--- config.mk ---
export PLATFORM = sky130hd
export DESIGN_NAME = robo_cmd_arbiter_flat
export DESIGN_NICKNAME = d
export VERILOG_FILES = /design/src/rtl/robo_cmd_arbiter_if.sv /design/src/rtl/robo_cmd_arbiter.sv /design/src/flat_wrapper.sv
export SDC_FILE = /design/constraint.sdc
export NUM_CORES = 1
export LEC_CHECK = 0
export BUFFER_PORTS_ARGS = -buffer_cell sky130_fd_sc_hd__buf_2
export CAP_MARGIN = 15
export CORE_MARGIN = 5
export CORE_UTILIZATION = 35
export CTS_CLUSTER_DIAMETER = 100
export DETAILED_ROUTE_END_ITERATION = 6
export PLACE_DENSITY_LB_ADDON = 0.12
export SETUP_SLACK_MARGIN = 0.05
export SLEW_MARGIN = 20
export SYNTH_ARGS = -nofsm -noshare
export SYNTH_HDL_FRONTEND = slang
export SYNTH_SLANG_ARGS = --single-unit
export TNS_END_PERCENT = 1
--- constraint.sdc ---
create_clock -name clock -period 1.65 [get_ports clock]
set_clock_uncertainty 0.1 [all_clocks]
set_input_delay 0.4125 -clock clock [delete_from_list [all_inputs] [get_ports clock]]
set_output_delay 0.4125 -clock clock [all_outputs]
set_load 0.005 [all_outputs]
--- src/rtl/robo_cmd_arbiter_if.sv ---
// Command/sensor bundle between the robot command arbiter and its surroundings:
// gamepad and autonomous requesters on one side, the Memo core on the other.
interface robo_cmd_arbiter_if;
    logic [11:0] gamepad_input;
    logic        auto_valid;
    logic [1:0]  auto_cmd;
    logic        auto_ready;
    logic        head_in;
    logic        left_in;
    logic        under_in;
    logic        barrier_in;
    logic        avancar;
    logic        girar;
    logic        remover;
    logic        flag_mode;
    logic        busy;
    logic        cmd_done;
    logic        cmd_blocked;
    logic [3:0]  sense_out;

    modport master (
        output gamepad_input, auto_valid, auto_cmd,
        output head_in, left_in, under_in, barrier_in,
        input  auto_ready, avancar, girar, remover,
        input  flag_mode, busy, cmd_done, cmd_blocked, sense_out
    );

    modport slave (
        input  gamepad_input, auto_valid, auto_cmd,
        input  head_in, left_in, under_in, barrier_in,
        output auto_ready, avancar, girar, remover,
        output flag_mode, busy, cmd_done, cmd_blocked, sense_out
    );
endinterface

--- src/rtl/robo_cmd_arbiter.sv ---
// Movement command arbiter for the Memo maze robot. Chooses between gamepad
// (manual) and wall-follower (auto) requests, issues one single-cycle command
// pulse per step, waits a settle window, snapshots the sensors and signals
// completion. Owns the auto/manual mode flag toggled by the MODE button.
module robo_cmd_arbiter #(
    parameter int STEP_CYCLES = 4,
    parameter int BIT_MODE    = 11,
    parameter int BIT_FWD     = 0,
    parameter int BIT_TURN    = 1,
    parameter int BIT_REMOVE  = 2
) (
    input  logic              clock,
    input  logic              reset,
    robo_cmd_arbiter_if.slave bus
);
    localparam int CNT_W = $clog2(STEP_CYCLES + 1);

    localparam logic [1:0] CMD_NOP    = 2'b00;
    localparam logic [1:0] CMD_FWD    = 2'b01;
    localparam logic [1:0] CMD_TURN   = 2'b10;
    localparam logic [1:0] CMD_REMOVE = 2'b11;

    typedef enum logic [1:0] {
        ST_IDLE   = 2'd0,
        ST_ISSUE  = 2'd1,
        ST_SETTLE = 2'd2,
        ST_SAMPLE = 2'd3
    } state_t;

    state_t           state_r;
    logic [11:0]      btn_prev_r;
    logic [CNT_W-1:0] cnt_r;
    logic [1:0]       cmd_r;
    logic             blocked_r;
    logic             flag_mode_r;
    logic             busy_r;
    logic             avancar_r;
    logic             girar_r;
    logic             remover_r;
    logic             cmd_done_r;
    logic             cmd_blocked_r;
    logic [3:0]       sense_r;

    logic [11:0]      press_s;
    logic             auto_ready_s;
    logic             manual_hit_s;
    logic [1:0]       manual_cmd_s;
    logic             accept_s;
    logic [1:0]       accept_cmd_s;
    logic             unused_press_s;

    // Rising edges of the buttons; a held button produces a single press.
    assign press_s        = bus.gamepad_input & ~btn_prev_r;
    // Buttons without a function here are folded away on purpose.
    assign unused_press_s = ^press_s;
    assign auto_ready_s   = (state_r == ST_IDLE) && !flag_mode_r && !reset;

    assign bus.auto_ready  = auto_ready_s;
    assign bus.avancar     = avancar_r;
    assign bus.girar       = girar_r;
    assign bus.remover     = remover_r;
    assign bus.flag_mode   = flag_mode_r;
    assign bus.busy        = busy_r;
    assign bus.cmd_done    = cmd_done_r;
    assign bus.cmd_blocked = cmd_blocked_r;
    assign bus.sense_out   = sense_r;

    // Pick the manual command by fixed priority and select the active source.
    always_comb begin
        manual_hit_s = 1'b0;
        manual_cmd_s = CMD_NOP;
        accept_s     = 1'b0;
        accept_cmd_s = CMD_NOP;
        if (press_s[BIT_FWD]) begin
            manual_hit_s = 1'b1;
            manual_cmd_s = CMD_FWD;
        end else if (press_s[BIT_TURN]) begin
            manual_hit_s = 1'b1;
            manual_cmd_s = CMD_TURN;
        end else if (press_s[BIT_REMOVE]) begin
            manual_hit_s = 1'b1;
            manual_cmd_s = CMD_REMOVE;
        end else begin
            manual_hit_s = 1'b0;
            manual_cmd_s = CMD_NOP;
        end
        if (state_r != ST_IDLE) begin
            accept_s     = 1'b0;
            accept_cmd_s = CMD_NOP;
        end else if (flag_mode_r) begin
            accept_s     = manual_hit_s;
            accept_cmd_s = manual_cmd_s;
        end else begin
            accept_s     = bus.auto_valid;
            accept_cmd_s = bus.auto_cmd;
        end
    end

    // Command FSM with mode flag, button history and all registered outputs.
    always_ff @(posedge clock) begin
        if (reset) begin
            state_r       <= ST_IDLE;
            btn_prev_r    <= 12'h000;
            cnt_r         <= '0;
            cmd_r         <= CMD_NOP;
            blocked_r     <= 1'b0;
            flag_mode_r   <= 1'b0;
            busy_r        <= 1'b0;
            avancar_r     <= 1'b0;
            girar_r       <= 1'b0;
            remover_r     <= 1'b0;
            cmd_done_r    <= 1'b0;
            cmd_blocked_r <= 1'b0;
            sense_r       <= 4'b0000;
        end else begin
            btn_prev_r    <= bus.gamepad_input;
            avancar_r     <= 1'b0;
            girar_r       <= 1'b0;
            remover_r     <= 1'b0;
            cmd_done_r    <= 1'b0;
            cmd_blocked_r <= 1'b0;
            if (press_s[BIT_MODE]) begin
                flag_mode_r <= ~flag_mode_r;
            end
            case (state_r)
                ST_IDLE: begin
                    if (accept_s) begin
                        cmd_r   <= accept_cmd_s;
                        busy_r  <= 1'b1;
                        state_r <= ST_ISSUE;
                    end
                end
                ST_ISSUE: begin
                    case (cmd_r)
                        CMD_FWD:    avancar_r <= !bus.head_in;
                        CMD_TURN:   girar_r   <= 1'b1;
                        CMD_REMOVE: remover_r <= 1'b1;
                        default:    avancar_r <= 1'b0;
                    endcase
                    blocked_r <= (cmd_r == CMD_FWD) && bus.head_in;
                    cnt_r     <= CNT_W'(STEP_CYCLES);
                    state_r   <= ST_SETTLE;
                end
                ST_SETTLE: begin
                    // Stop at 1 so the counter never wraps below zero.
                    if (cnt_r <= CNT_W'(1)) begin
                        state_r <= ST_SAMPLE;
                    end else begin
                        cnt_r <= cnt_r - CNT_W'(1);
                    end
                end
                ST_SAMPLE: begin
                    sense_r       <= {bus.head_in, bus.left_in, bus.under_in, bus.barrier_in};
                    cmd_done_r    <= 1'b1;
                    cmd_blocked_r <= blocked_r;
                    busy_r        <= 1'b0;
                    state_r       <= ST_IDLE;
                end
                default: begin
                    busy_r  <= 1'b0;
                    state_r <= ST_IDLE;
                end
            endcase
        end
    end
endmodule
--- src/flat_wrapper.sv ---
// flat-port wrapper written by rule: the top's interface ports become plain ports
module robo_cmd_arbiter_flat 
#(
    parameter int STEP_CYCLES = 4,
    parameter int BIT_MODE    = 11,
    parameter int BIT_FWD     = 0,
    parameter int BIT_TURN    = 1,
    parameter int BIT_REMOVE  = 2
)
  (clock, reset, bus_gamepad_input, bus_auto_valid, bus_auto_cmd, bus_head_in, bus_left_in, bus_under_in, bus_barrier_in, bus_auto_ready, bus_avancar, bus_girar, bus_remover, bus_flag_mode, bus_busy, bus_cmd_done, bus_cmd_blocked, bus_sense_out);
  robo_cmd_arbiter_if bus_i ();
  input  logic clock;
  input  logic reset;
  input wire logic [$bits(bus_i.gamepad_input)-1:0] bus_gamepad_input;
  input wire logic [$bits(bus_i.auto_valid)-1:0] bus_auto_valid;
  input wire logic [$bits(bus_i.auto_cmd)-1:0] bus_auto_cmd;
  input wire logic [$bits(bus_i.head_in)-1:0] bus_head_in;
  input wire logic [$bits(bus_i.left_in)-1:0] bus_left_in;
  input wire logic [$bits(bus_i.under_in)-1:0] bus_under_in;
  input wire logic [$bits(bus_i.barrier_in)-1:0] bus_barrier_in;
  output wire logic [$bits(bus_i.auto_ready)-1:0] bus_auto_ready;
  output wire logic [$bits(bus_i.avancar)-1:0] bus_avancar;
  output wire logic [$bits(bus_i.girar)-1:0] bus_girar;
  output wire logic [$bits(bus_i.remover)-1:0] bus_remover;
  output wire logic [$bits(bus_i.flag_mode)-1:0] bus_flag_mode;
  output wire logic [$bits(bus_i.busy)-1:0] bus_busy;
  output wire logic [$bits(bus_i.cmd_done)-1:0] bus_cmd_done;
  output wire logic [$bits(bus_i.cmd_blocked)-1:0] bus_cmd_blocked;
  output wire logic [$bits(bus_i.sense_out)-1:0] bus_sense_out;
  assign bus_i.gamepad_input = bus_gamepad_input;
  assign bus_i.auto_valid = bus_auto_valid;
  assign bus_i.auto_cmd = bus_auto_cmd;
  assign bus_i.head_in = bus_head_in;
  assign bus_i.left_in = bus_left_in;
  assign bus_i.under_in = bus_under_in;
  assign bus_i.barrier_in = bus_barrier_in;
  assign bus_auto_ready = bus_i.auto_ready;
  assign bus_avancar = bus_i.avancar;
  assign bus_girar = bus_i.girar;
  assign bus_remover = bus_i.remover;
  assign bus_flag_mode = bus_i.flag_mode;
  assign bus_busy = bus_i.busy;
  assign bus_cmd_done = bus_i.cmd_done;
  assign bus_cmd_blocked = bus_i.cmd_blocked;
  assign bus_sense_out = bus_i.sense_out;
  robo_cmd_arbiter #(.STEP_CYCLES(STEP_CYCLES), .BIT_MODE(BIT_MODE), .BIT_FWD(BIT_FWD), .BIT_TURN(BIT_TURN), .BIT_REMOVE(BIT_REMOVE)) u_core (.clock(clock), .reset(reset), .bus(bus_i));
endmodule
# --- Yosys cells after proc, flatten, opt, wreduce, memory -nomap -nowiden ---
# Cells that the tools add are included.
# Widths: inputs -> output; s select.
op_classes:
  addsub: 1
  n_mul: 0
  div: 0
  n_lt_le_gt_ge: 1
  eq_ne: 9
  n_shift: 0
  n_mux: 20
  bitwise: 6
  reduce_logical: 17
op_table:
  columns: ["cell", "n"]
  rows:
  - ["$mux 2", 7]
  - ["$and 12x12->12", 1]
  - ["$not 12->12", 1]
  - ["$mux 1", 9]
  - ["$eq 2x2->1 const B", 4]
  - ["$pmux 2 s4", 1]
  - ["$reduce_and 2->1", 4]
  - ["$pmux 3 s2", 1]
  - ["$reduce_bool 2->1", 3]
  - ["$eq 2x1->1 const B", 2]
  - ["$ne 2x1->1 const B", 2]
  - ["$not 1->1", 4]
  - ["$reduce_or 2->1", 2]
  - ["$le 3x1->1 const B", 1]
  - ["$logic_and 1x1->1", 3]
  - ["$logic_not 1->1", 3]
  - ["$mux 3", 1]
  - ["$reduce_or 3->1", 1]
  - ["$sub 3x1->3 const B", 1]
  - ["$logic_not 2->1", 1]
  - ["$ne 2x2->1 const B", 1]
  - ["$pmux 1 s2", 1]
totals:
  ff_bits: 31
  latchBits: 0
  mem_bits_rw: 0
  romBits: 0
  input_bits: 21
  output_inout_bits: 12
  mem_count: 0

# --- Longest topological paths before layout ---
depth:
  word_depth: 9
  ltp_mapped: 6
  depth_no_buf: 6

# --- Worst setup path before layout ---
# OpenSTA, ideal clock, no wires.
synth_timing:
  kind: "input to output"
  start: "input reset"
  end: "output bus_auto_ready"
  arrival_ns: 0.998
  t_required_ns: 1.137
  path_slack_ns: 0.139
  path_stages: 3
  n_path_buf: 2
  path_cell_list: "clkbuf_1 buf_2 nor3b_1"
synth_via:
  elab_chain_len: 2
synth_lines:
  columns: ["element", "line_no", "source"]
  rows:
  - ["start: declaration", "flat_wrapper.sv:13", "input logic reset;"]
  - ["$logic_not 1->1", "robo_cmd_arbiter.sv:56", "assign auto_ready_s = (state_r == ST_IDLE) && !flag_mode_r && !reset;"]
  - ["$logic_and 1x1->1", "robo_cmd_arbiter.sv:56", null]
  - ["end: declaration", "flat_wrapper.sv:21", "output wire logic [$bits(bus_i.auto_ready)-1:0] bus_auto_ready;"]
# Every way passes these cells.

# --- Worst setup path after layout ---
layout_timing:
  start: "register u_core.state_r[1]"
  end: "output bus_auto_ready"
layout_via:
  elab_chain_len: 3
layout_lines:
  columns: ["element", "line_no", "source"]
  rows:
  - ["start: declaration", "robo_cmd_arbiter.sv:30", "state_t state_r;"]
  - ["start signal: assignment", "robo_cmd_arbiter.sv:102", "state_r <= ST_IDLE;"]
  - ["start signal: assignment", "robo_cmd_arbiter.sv:130", "state_r <= ST_ISSUE;"]
  - ["start signal: assignment", "robo_cmd_arbiter.sv:142", "state_r <= ST_SETTLE;"]
  - ["$logic_not 2->1", "robo_cmd_arbiter.sv:56", null]
  - ["$logic_and 1x1->1 (2 in series)", "robo_cmd_arbiter.sv:56", null]
# Every way passes these cells.

==> results.txt <==
----------------------------------------------------
[Logic synthesis]
  Post-Synthesis Cells ... 102
  Adder-cell share of the synthesized area ... 0.0842
  Number of distinct library cells after synthesis ... 34
  Fraction of registers with async set/reset ... 0
  Synthesized netlist net count ... 130
  Synth Warn # ... 0
  Portion of the post-synthesis area used by sequential elements ... 0.443
  Top flip-flop cell by instance count after synthesis ... sky130_fd_sc_hd__dfxtp_1
  Combinational family with the most area after synthesis ... simple AND/OR/NAND/NOR gates
  Synthesis-stage register bit count ... 23
  Number of flops mapped to enable cells by yosys ... 0
  Avg Cell Area, Syn ... 10.2 um2
  Proportion of synthesized area in mux cells ... 0.0481
  Area share of the leading cell type in the synthesized netlist ... 0.443
  Yosys top cell by area ... sky130_fd_sc_hd__dfxtp_1
  Post-synthesis share of cell area spent on and, or, nand and nor gates ... 0.213
  Cell types occupying the most area after synthesis ... sky130_fd_sc_hd__dfxtp_1, sky130_fd_sc_hd__ha_1, sky130_fd_sc_hd__mux2i_1
  Share of the synthesized area in compound gates (AO/OA/AOI/OAI) ... 0.162
  Xor/xnor share of the synthesized area ... 0.00842
  Post-Synthesis Cell Area ... 0.00104 mm2

[Routing]
  Routed WL per cell ... 11.5 um
  Count of TritonRoute iterations in the first routing pass ... 3
  Number of routed nets with antenna violations ... 0
  Vias per inst ... 4.79
  DRT iter0 DRCs ... 18
  DRC violations left ... 0
  WL final ... 1.90 mm
  Via count ... 790

[Setup path]
  Setup crit start kind ... register
  Required time of the critical path ... 1.14 ns
  Ordered cell list for the critical path ... inv_2, ha_4, nor3b_4, buf_2
  Arrival @ worst endpoint ... between 1 and 1.5 ns
  Type of destination of the critical path ... output port
  Type of the worst setup path ... register to output port
  Longest individual stage delay on the worst path ... ~0.34 ns
  Largest fanout on the critical path ... 2
  Highest-delay cell along the critical path ... sky130_fd_sc_hd__dfxtp_2

[Placement]
  Count of buffers from port buffering ... 24
  Detailed Place HPWL ... 1.47 mm
  Routability Congestion ... about 0.77
  Placed cell count ... 156
  Placement-stage worst setup slack ... 0.0663 ns

[Global route]
  Antenna violations before repair ... 0
  Via count of the first global-routing pass ... 768
  Maximum number of pins on one net before global-route repair ... 13
  Global-route congestion overflow total ... 0
  Wire length of the first global-routing pass ... 3.37 mm
  Total GRT Usage ... 0.102

[Die]
  Initial standard-cell utilization of the core ... 0.371
  Overall die area ... 0.00416 mm2
  Chip Width ... 64.5 um
  Vertical die dimension ... 64.5 um
  Placeable Area ... approximately 0.0028 mm2
  Top-level I/O count ... 33
  Floorplan row count ... 19

[CTS]
  Number of buffers created by CTS ... 3
  Clock slew seen by the registers of the worst setup and hold paths ... 0.12 ns
  Total number of H-tree levels ... 1
  TritonCTS clock tree ... done
  # clock sinks ... 23
  Clock Tree Root ... sky130_fd_sc_hd__clkbuf_4
  Hold buffers post-CTS ... 0
  Clock latency on the worst-skew pair ... 0.30 ns
  Maximum number of buffers from clock root to sink ... 2

[Timing]
  Final worst path period need ... 1.67 ns
  Final-layout setup total negative slack ... -0.0227 ns
  Post-route worst setup slack ... -0.0227 ns
  Unrepaired setup endpoints after global routing ... yes
  Peak clock frequency supported by timing ... 598 MHz
  Final Cycle Share ... 1.01
  Worst-Margin Slew ... 0.335 ns
  Worst slew margin ... 0.777
  Hold violation total from the final report ... 0
  Pins over their slew limit ... 0
  Final setup violation count ... 1

[Power and ir drop]
  Reported net switching power ... 0.515 mW
  Combinational fraction of design power ... 0.409
  Internal power ... 1.10 mW
  Sw Share ... 0.318
  Maximum ir drop on the vdd rail ... 0.677 mV
  Pwr Density ... around 1300 mW/mm2
  Clk network pwr share ... 0.155
  P_leak ... 0.554 nW
  Sequential group share of total power ... 0.436

[Finish]
  Net count of the finished layout ... between 150 and 200
  Number of inserted diodes ... 0
  Multi-input logic area ... 563 um2
  Filler Cells Inserted ... between 200 and 300
  Non-filler instance count after layout ... between 150 and 200
  Fraction of layout instances using a drive strength above 1 ... 0.388
  FF+latch area ... 464 um2
  Area added between synthesis and finish ... 24.2%

[Job]
  Max Cap Violations ... 0

[Worst hold path]
  Class of the worst hold path ... input pin to register

[Run status]
  Violations in the final reports ... setup timing
  Outcome ... finished, violations left

----------------------------------------------------
## layer usage
layer,track usage,vias to the layer above,share of wire
met2,0.187,19,0.48
met4,0.0237,0,0.0069
met1,0.111,354,0.46
li1,-,415,-
met5,0,-,0
met3,0.0380,2,0.060
## cells by family (layout without fill, tap and decap cells)
group	after synthesis	in the layout
mux	5	5
compound gates	20	20
fa+ha+maj	7	7
simple gates	37	37
xor+xnor	1	1
buf+inv	9	41
flops	23	23
## path summary, 6_finish.rpt
| path | slack [ns] | from | to | depth (start not counted) |
|---|---|---|---|---|
| hold / removal | 0.19 | bus_head_in | u_core.bus.avancar | 2 |
| hold reg to reg | 0.37 | u_core.blocked_r | u_core.bus.cmd_blocked | 1 |
| setup reg to reg | 0.13 | u_core.state_r[1] | u_core.state_r[1] | 7 |
| setup / recovery | -0.02 | u_core.state_r[1] | bus_auto_ready | 4 |
## per-stage QoR
stage                     area, um2  utilization  power, mW  hold WS (ns)
final                          1290        0.460       1.62         0.193
after global routing           1290        0.460       1.76         0.180
after CTS                      1270        0.455       1.60         0.179
after detailed placement       1200        0.427       1.24         0.345
after global placement         1200        0.427       1.23         0.347
after floorplan                1040            -       1.10         0.329
## power by group through the flow
stage	registers, mW	logic, mW	clock network, mW
finish	0.706	0.661	0.250
detailed placement	0.712	0.529	0
global placement	0.711	0.518	0
global route	0.723	0.739	0.294
floorplan	0.705	0.392	0
CTS	0.706	0.628	0.267
## final cells by class
class	count	share of cell area
inverters	5	0.0145
flip-flops and latches	23	0.359
well taps	31	0.0300
clock buffers	4	0.0203
repair buffers	32	0.140
multi-input cells	70	0.436
## synthesized netlist by cell type (all sizes together), types with 3 or more instances
cell type and count:
nand2b 7, and2 3, o21ai 4, ha 7, nor2 9, a21oi 5
nor2b 8, inv 5, dfxtp 23, mux2i 5
## registers in the layout, summed over array words and instances, names as in the netlist
register,flops
u_core.blocked_r,1
u_core.btn_prev_r,4
u_core.bus.avancar,1
u_core.bus.busy,1
u_core.bus.cmd_blocked,1
u_core.bus.cmd_done,1
u_core.bus.flag_mode,1
u_core.bus.girar,1
u_core.bus.remover,1
u_core.bus.sense_out,4
u_core.cmd_r,2
u_core.cnt_r,3
u_core.state_r,2
## critical path, delay by kind of cell, from the launching register on
family	cells	cell delay [ns]
buf+inv	2	0.20
flops	1	0.34
simple gates	1	0.17
fa+ha+maj	1	0.14
## layout by cell type, fill, tap and decap left out, types with 2 or more instances in the layout
cell | synthesis | layout
sky130_fd_sc_hd__a21oi_1 | 5 | 5
sky130_fd_sc_hd__and2_4 | 2 | 2
sky130_fd_sc_hd__and3_1 | 2 | 2
sky130_fd_sc_hd__buf_2 | 1 | 24
sky130_fd_sc_hd__buf_4 | 0 | 8
sky130_fd_sc_hd__clkbuf_4 | 0 | 3
sky130_fd_sc_hd__dfxtp_1 | 23 | 20
sky130_fd_sc_hd__dfxtp_2 | 0 | 3
sky130_fd_sc_hd__ha_1 | 7 | 6
sky130_fd_sc_hd__inv_1 | 5 | 3
sky130_fd_sc_hd__inv_2 | 0 | 2
sky130_fd_sc_hd__mux2i_1 | 5 | 5
sky130_fd_sc_hd__nand2_1 | 2 | 2
sky130_fd_sc_hd__nand2b_1 | 7 | 7
sky130_fd_sc_hd__nor2_1 | 9 | 9
sky130_fd_sc_hd__nor2b_1 | 8 | 7
sky130_fd_sc_hd__o21a_1 | 2 | 2
sky130_fd_sc_hd__o21ai_0 | 3 | 3
## repair_timing
item / in CTS / in global routing
buffers inserted: 4 / 1
hold endpoints to repair: 0 / 0
pin swaps: 1 / 0
endpoints found under the setup margin: 3 / 1
resized for setup: 8 / 2
(Power assumes the default switching activity.)
